--- config.mk ---
export PLATFORM = sky130hd
export DESIGN_NAME = retire_stage
export DESIGN_NICKNAME = d
export VERILOG_FILES = /design/src/rtl/retire_stage.sv
export SDC_FILE = /design/constraint.sdc
export NUM_CORES = 1
export LEC_CHECK = 0
export ABC_CLOCK_PERIOD_IN_PS = 3800
export BUFFER_PORTS_ARGS = -buffer_cell sky130_fd_sc_hd__buf_4
export CAP_MARGIN = 0
export CORE_AREA = 2 2 165 167
export DETAILED_ROUTE_END_ITERATION = 10
export DIE_AREA = 0 0 167 169
export PLACE_DENSITY = 0.65
export SYNTH_ARGS = -nofsm -noshare
export SYNTH_HDL_FRONTEND = slang
export SYNTH_SLANG_ARGS = --single-unit
export TNS_END_PERCENT = 100
--- constraint.sdc ---
create_clock -name clock -period 3.8 [get_ports clock]
set_clock_uncertainty 0.05 [all_clocks]
set_input_delay 0.76 -clock clock [delete_from_list [all_inputs] [get_ports clock]]
set_output_delay 0.76 -clock clock [all_outputs]
set_load 0.1 [all_outputs]
--- src/rtl/retire_stage.sv ---
// retire_stage: 3-wide in-order commit stage sitting behind the ROB.
// Qualifies the retire lanes, cuts at the oldest taken branch, removes
// duplicate register writes within a group, and registers the RF write
// ports. A taken branch raises a one-cycle squash/redirect pulse, after
// which the stage ignores its inputs for a fixed recovery window.
//
// state      | meaning
// -----------+----------------------------------------------------------
// ST_RUN     | normal retirement; lanes are qualified and committed
// ST_SQUASH  | first cycle after the squash pulse; inputs ignored
// ST_RECOVER | recovery window; inputs ignored until recover_cnt hits 0

module retire_stage #(
  parameter int XLEN           = 32,
  parameter int NUM_LANES      = 3,
  parameter int RECOVER_CYCLES = 2
) (
  input  logic                      clock,
  input  logic                      reset,
  input  logic [NUM_LANES-1:0]      rt_valid,
  input  logic [5*NUM_LANES-1:0]    rt_dest_idx,
  input  logic [XLEN*NUM_LANES-1:0] rt_value,
  input  logic [NUM_LANES-1:0]      rt_take_branch,
  input  logic [XLEN*NUM_LANES-1:0] rt_npc,
  output logic [NUM_LANES-1:0]      rf_wr_en,
  output logic [5*NUM_LANES-1:0]    rf_wr_idx,
  output logic [XLEN*NUM_LANES-1:0] rf_wr_data,
  output logic                      squash_flag,
  output logic [XLEN-1:0]           redirect_pc,
  output logic [1:0]                retire_num,
  output logic [63:0]               instret,
  output logic                      busy_recover
);

  typedef enum logic [1:0] {
    ST_RUN     = 2'd0,
    ST_SQUASH  = 2'd1,
    ST_RECOVER = 2'd2
  } state_t;

  // Counter reload for the recovery window; the SQUASH cycle itself
  // accounts for one ignored cycle beyond the RECOVER cycles.
  localparam logic [3:0] RC_LOAD = (RECOVER_CYCLES == 0) ? 4'd0 : 4'(RECOVER_CYCLES - 1);

  state_t                    state_q, state_d;
  logic [3:0]                recover_cnt_q, recover_cnt_d;

  logic [NUM_LANES-1:0]      rf_wr_en_q, rf_wr_en_d;
  logic [5*NUM_LANES-1:0]    rf_wr_idx_q, rf_wr_idx_d;
  logic [XLEN*NUM_LANES-1:0] rf_wr_data_q, rf_wr_data_d;
  logic                      squash_q, squash_d;
  logic [XLEN-1:0]           redirect_pc_q, redirect_pc_d;
  logic [1:0]                retire_num_q, retire_num_d;
  logic [63:0]               instret_q, instret_d;
  logic                      busy_q, busy_d;

  logic [4:0]                dest [NUM_LANES];
  logic [NUM_LANES-1:0]      eff;
  logic [NUM_LANES-1:0]      hit;
  logic [NUM_LANES-1:0]      commit;
  logic [NUM_LANES-1:0]      wen;
  logic                      cut;

  // Lane qualification, oldest-branch cut and youngest-writer dedup.
  always_comb begin
    eff    = '0;
    hit    = '0;
    commit = '0;
    wen    = '0;
    cut    = 1'b0;
    for (int i = 0; i < NUM_LANES; i++) begin
      dest[i] = rt_dest_idx[5*i +: 5];
    end
    if (state_q == ST_RUN) begin
      eff[0] = rt_valid[0];
      for (int i = 1; i < NUM_LANES; i++) begin
        eff[i] = rt_valid[i] & eff[i-1];
      end
      hit = eff & rt_take_branch;
      cut = |hit;
      // Lanes younger than the first hit are dropped.
      commit = eff;
      for (int i = NUM_LANES - 1; i >= 0; i--) begin
        if (hit[i]) begin
          for (int j = 0; j < NUM_LANES; j++) begin
            if (j > i) commit[j] = 1'b0;
          end
        end
      end
    end
    for (int i = 0; i < NUM_LANES; i++) begin
      wen[i] = commit[i] & (dest[i] != 5'd0);
      for (int j = i + 1; j < NUM_LANES; j++) begin
        if (commit[j] && (dest[j] == dest[i])) wen[i] = 1'b0;
      end
    end
  end

  // Next values for the registered RF port, counters and redirect.
  always_comb begin
    rf_wr_en_d    = wen;
    rf_wr_idx_d   = '0;
    rf_wr_data_d  = '0;
    retire_num_d  = 2'd0;
    redirect_pc_d = redirect_pc_q;
    for (int i = 0; i < NUM_LANES; i++) begin
      if (wen[i]) begin
        rf_wr_idx_d[5*i +: 5]     = dest[i];
        rf_wr_data_d[XLEN*i +: XLEN] = rt_value[XLEN*i +: XLEN];
      end
      retire_num_d = retire_num_d + 2'(commit[i]);
    end
    // Scan youngest to oldest so the oldest flagged lane wins.
    for (int i = NUM_LANES - 1; i >= 0; i--) begin
      if (hit[i]) redirect_pc_d = rt_npc[XLEN*i +: XLEN];
    end
    instret_d = instret_q + 64'(retire_num_d);
    squash_d  = cut;
    busy_d    = cut | (state_q != ST_RUN);
  end

  // FSM next-state logic and recovery counter.
  always_comb begin
    state_d       = state_q;
    recover_cnt_d = recover_cnt_q;
    case (state_q)
      ST_RUN: begin
        if (cut) state_d = ST_SQUASH;
      end
      ST_SQUASH: begin
        if (RECOVER_CYCLES == 0) begin
          state_d = ST_RUN;
        end else begin
          recover_cnt_d = RC_LOAD;
          state_d       = ST_RECOVER;
        end
      end
      ST_RECOVER: begin
        if (recover_cnt_q == 4'd0) state_d = ST_RUN;
        else recover_cnt_d = recover_cnt_q - 4'd1;
      end
      default: state_d = ST_RUN;
    endcase
  end

  // State and output registers.
  always_ff @(posedge clock or negedge reset) begin
    if (!reset) begin
      state_q       <= ST_RUN;
      recover_cnt_q <= 4'd0;
      rf_wr_en_q    <= '0;
      rf_wr_idx_q   <= '0;
      rf_wr_data_q  <= '0;
      squash_q      <= 1'b0;
      redirect_pc_q <= '0;
      retire_num_q  <= 2'd0;
      instret_q     <= 64'd0;
      busy_q        <= 1'b0;
    end else begin
      state_q       <= state_d;
      recover_cnt_q <= recover_cnt_d;
      rf_wr_en_q    <= rf_wr_en_d;
      rf_wr_idx_q   <= rf_wr_idx_d;
      rf_wr_data_q  <= rf_wr_data_d;
      squash_q      <= squash_d;
      redirect_pc_q <= redirect_pc_d;
      retire_num_q  <= retire_num_d;
      instret_q     <= instret_d;
      busy_q        <= busy_d;
    end
  end

  assign rf_wr_en     = rf_wr_en_q;
  assign rf_wr_idx    = rf_wr_idx_q;
  assign rf_wr_data   = rf_wr_data_q;
  assign squash_flag  = squash_q;
  assign redirect_pc  = redirect_pc_q;
  assign retire_num   = retire_num_q;
  assign instret      = instret_q;
  assign busy_recover = busy_q;

endmodule

==> flow_summary.json <==
{
  "status": "complete, no violations",
  "final-hold-violation-count": 0,
  "synth_commonest_cells": "220 x dfrtp_1, 116 x and2_1, 59 x nand2_1",
  "clk_latency_ns": 0.51,
  "cts_buffers": 25,
  "min_period_ns": 3.44,
  "clock.fmax_mhz": 291,
  "slowest_delay_ns": 0.46,
  "clk_root_buffer_cell": "clkbuf_16",
  "r2r_start": "state_q[1]",
  "grt_util_all_layers_pct": 20.0,
  "chipWidth_um": 167,
  "pwr-share-seq_pct": 32.0,
  "vias": 7703,
  "grt_pass1_vias": 7794,
  "synth_area_leaders": "dfrtp_1 61%, and2_1 8.0%, xnor2_1 4.9%",
  "p_switching_mw": 4.04,
  "relSlewSlack_pct": 19.8,
  "drt_iter0_drc": 508,
  "maxCapViolations": 0,
  "synth_area_leader_cell": "dfrtp_1",
  "cp-start-kind": "register",
  "die_area_um2": 28200,
  "ys_types": 39,
  "tightest_slew_ns": 1.20,
  "hp-class": "input pin to async pin",
  "firstDrtPassIters": 4,
  "coreArea_um2": 26500,
  "synth-edff-count": 0,
  "grt_max_degree": 86,
  "pre_cts_ws_ns": -0.0362,
  "crit_chain": "nand4bb_1 -> nor3_2 -> inv_1 -> fa_1 -> inv_1 -> ha_1 -> fa_1 -> nand4_1 -> nor4_4 -> buf_4 -> nand4_2 -> nor4_1 -> xor2_1",
  "wl_mm": 29.5,
  "critPathCaptureType": "register",
  "critPathLaunch": "state_q[1]",
  "syn_area_um2": 9090,
  "clock-sinks": 220,
  "drc": 0,
  "post-route-util_pct": 51.4,
  "detail-route-antenna-nets": 0,
  "clk_pin_slew_ns": 0.06,
  "grt_pass1_wl_mm": 44.3,
  "ys_ff_latch": 220,
  "yosysMostFrequentCell": "dfrtp_1",
  "ys_seq_area_share_pct": 60.5,
  "port_buffers": 428,
  "yosys_warnings": 0,
  "synth_top_area_share_pct": 60.5,
  "dp_hpwl_mm": 22.2,
  "p_leak_nw": 6.98,
  "powerDensity_nw_per_um2": 656,
  "rows": 60,
  "rrSetupSlack_ns": 0.36,
  "syn_nets": 1028,
  "area_growth_pct": 49.8,
  "synthesis.instances": 808,
  "cts_tree": "built",
  "ctsResizeCount": 0,
  "swShare_pct": 45.2,
  "die_h_um": 169,
  "min_period_over_period_pct": 90.5,
  "h-tree-depth": 1,
  "nNetsFinal": 1471,
  "clkPwrFrac_pct": 27.0,
  "drive_above_1_share_pct": 39.8,
  "worstPathMaxFanout": 6,
  "worstSetupPathType": "register to register",
  "clock_path_buffers": 3,
  "ir_drop_uv": 845,
  "cp.required_ns": 4.18,
  "antenna_found_initial": 2,
  "vias_per_cell": 4.78,
  "setup_violations": 0,
  "share_comb_of_total_power_pct": 41.0,
  "postSynthAreaPerCell_um2": 11.3,
  "setup_ws_ns": 0.360,
  "ys.flop_type": "dfrtp_1",
  "synth-async-reset-ratio_pct": 100,
  "cts_setup_buffers": 0,
  "crit_arrival_ns": 3.82,
  "ioPinCount": 429,
  "start_util_pct": 34.3,
  "overflow": 0,
  "crit_path_top_delay_cell": "fa_1",
  "wl_per_cell_um": 18.3,
  "gp_congestion": 0.858,
  "grt_setup_unrepaired": "no",
  "drv_slew": 0,
  "hold_buffers": 0,
  "internal-power_mw": 4.90
}
[per-layer routing]
layer	GRT usage, %	share of wire [%]	up-vias
met3	6.20	8.5	41
met4	4.84	2.1	0
met2	35.2	51	273
met1	23.8	38	3775
met5	0	0	-
li1	-	-	3614
[through the flow]
stage	power, mW	instances	area [um^2]	hold WS, ns	setup TNS [ns]
2_1_floorplan	5.55	808	9090	0.414	0
3_3_place_gp	6.55	1565	12800	0.415	0
3_5_place_dp	6.58	1565	12800	0.426	-0.0767
4_1_cts	9.02	1609	13600	0.194	0
5_1_grt	9.27	1611	13600	0.216	0
6_report	8.93	1611	13600	0.174	0
[area by class of cell]
| type | count | area, um^2 |
|---|---|---|
| flip-flops and latches | 220 | 5510 |
| well taps | 341 | 427 |
| diodes | 2 | 5.00 |
| inverters | 15 | 56.3 |
| repair buffers | 451 | 3420 |
| multi-input cells | 538 | 3390 |
| clock buffers | 34 | 709 |
| fillers | 2380 | 12900 |
| clock inverters | 10 | 109 |
[flip-flops by register name, indices dropped and copies added (netlist names)]
signal,cells
recover_cnt_q,4
squash_flag,1
busy_recover,1
rf_wr_en,3
redirect_pc,32
rf_wr_idx,15
state_q,2
rf_wr_data,96
retire_num,2
instret,64
[power groups by stage]
stage | combinational (mW) | clock, mW | sequential (mW)
3_3_place_gp | 3.66 | 0 | 2.89
5_1_grt | 3.81 | 2.56 | 2.90
2_1_floorplan | 0.546 | 0 | 5.00
4_1_cts | 3.68 | 2.47 | 2.87
6_report | 3.66 | 2.41 | 2.86
3_5_place_dp | 3.68 | 0 | 2.89
[final timing paths]
check                                  end  depth (start not counted)
setup reg to reg               instret[58]                         13
max in group asynchronous  redirect_pc[24]                          2
min in group clock          rf_wr_data[61]                          2
setup / recovery               instret[58]                         13
hold / removal              rf_wr_data[56]                          1
hold reg to reg            redirect_pc[19]                          2
[cells by family (layout without fill, tap and decap cells)]
group | count (synthesis) | count (layout) | share of synthesized area, %
XOR/XNOR | 77 | 77 | 7.42
adder cells (fa/ha/maj) | 5 | 5 | 0.853
other | 0 | 2 | 0
AND/OR/NAND/NOR | 311 | 311 | 19.9
flip-flops | 220 | 220 | 60.5
buffers and inverters | 50 | 510 | 2.27
AO/OA/AOI/OAI | 145 | 145 | 8.97
[critical path, delay by kind of cell, from the launching register on]
family | cells | cell delay, ns
simple gates | 6 | 1.42
fa+ha+maj | 3 | 0.91
buf+inv | 3 | 0.41
flops | 1 | 0.40
xor+xnor | 1 | 0.17
[placed cells by master (no fill, tap or decap), types with 3 or more instances in the layout]
master / count
a21oi_1: 38
nor4_1: 9
clkbuf_1: 4
and2_1: 116
nand2_1: 59
nor4_4: 3
and3_1: 7
o21ai_1: 14
o21ai_0: 56
ha_1: 3
nand3_1: 29
clkinv_2: 5
dfrtp_1: 220
buf_4: 448
nor3_1: 14
clkbuf_16: 25
inv_1: 15
a21boi_0: 32
nand2b_1: 4
nor2_1: 21
xor2_1: 26
xnor2_1: 51
clkbuf_8: 5
and4_1: 5
nand4_1: 27
Power figures use the tool's default switching activity.
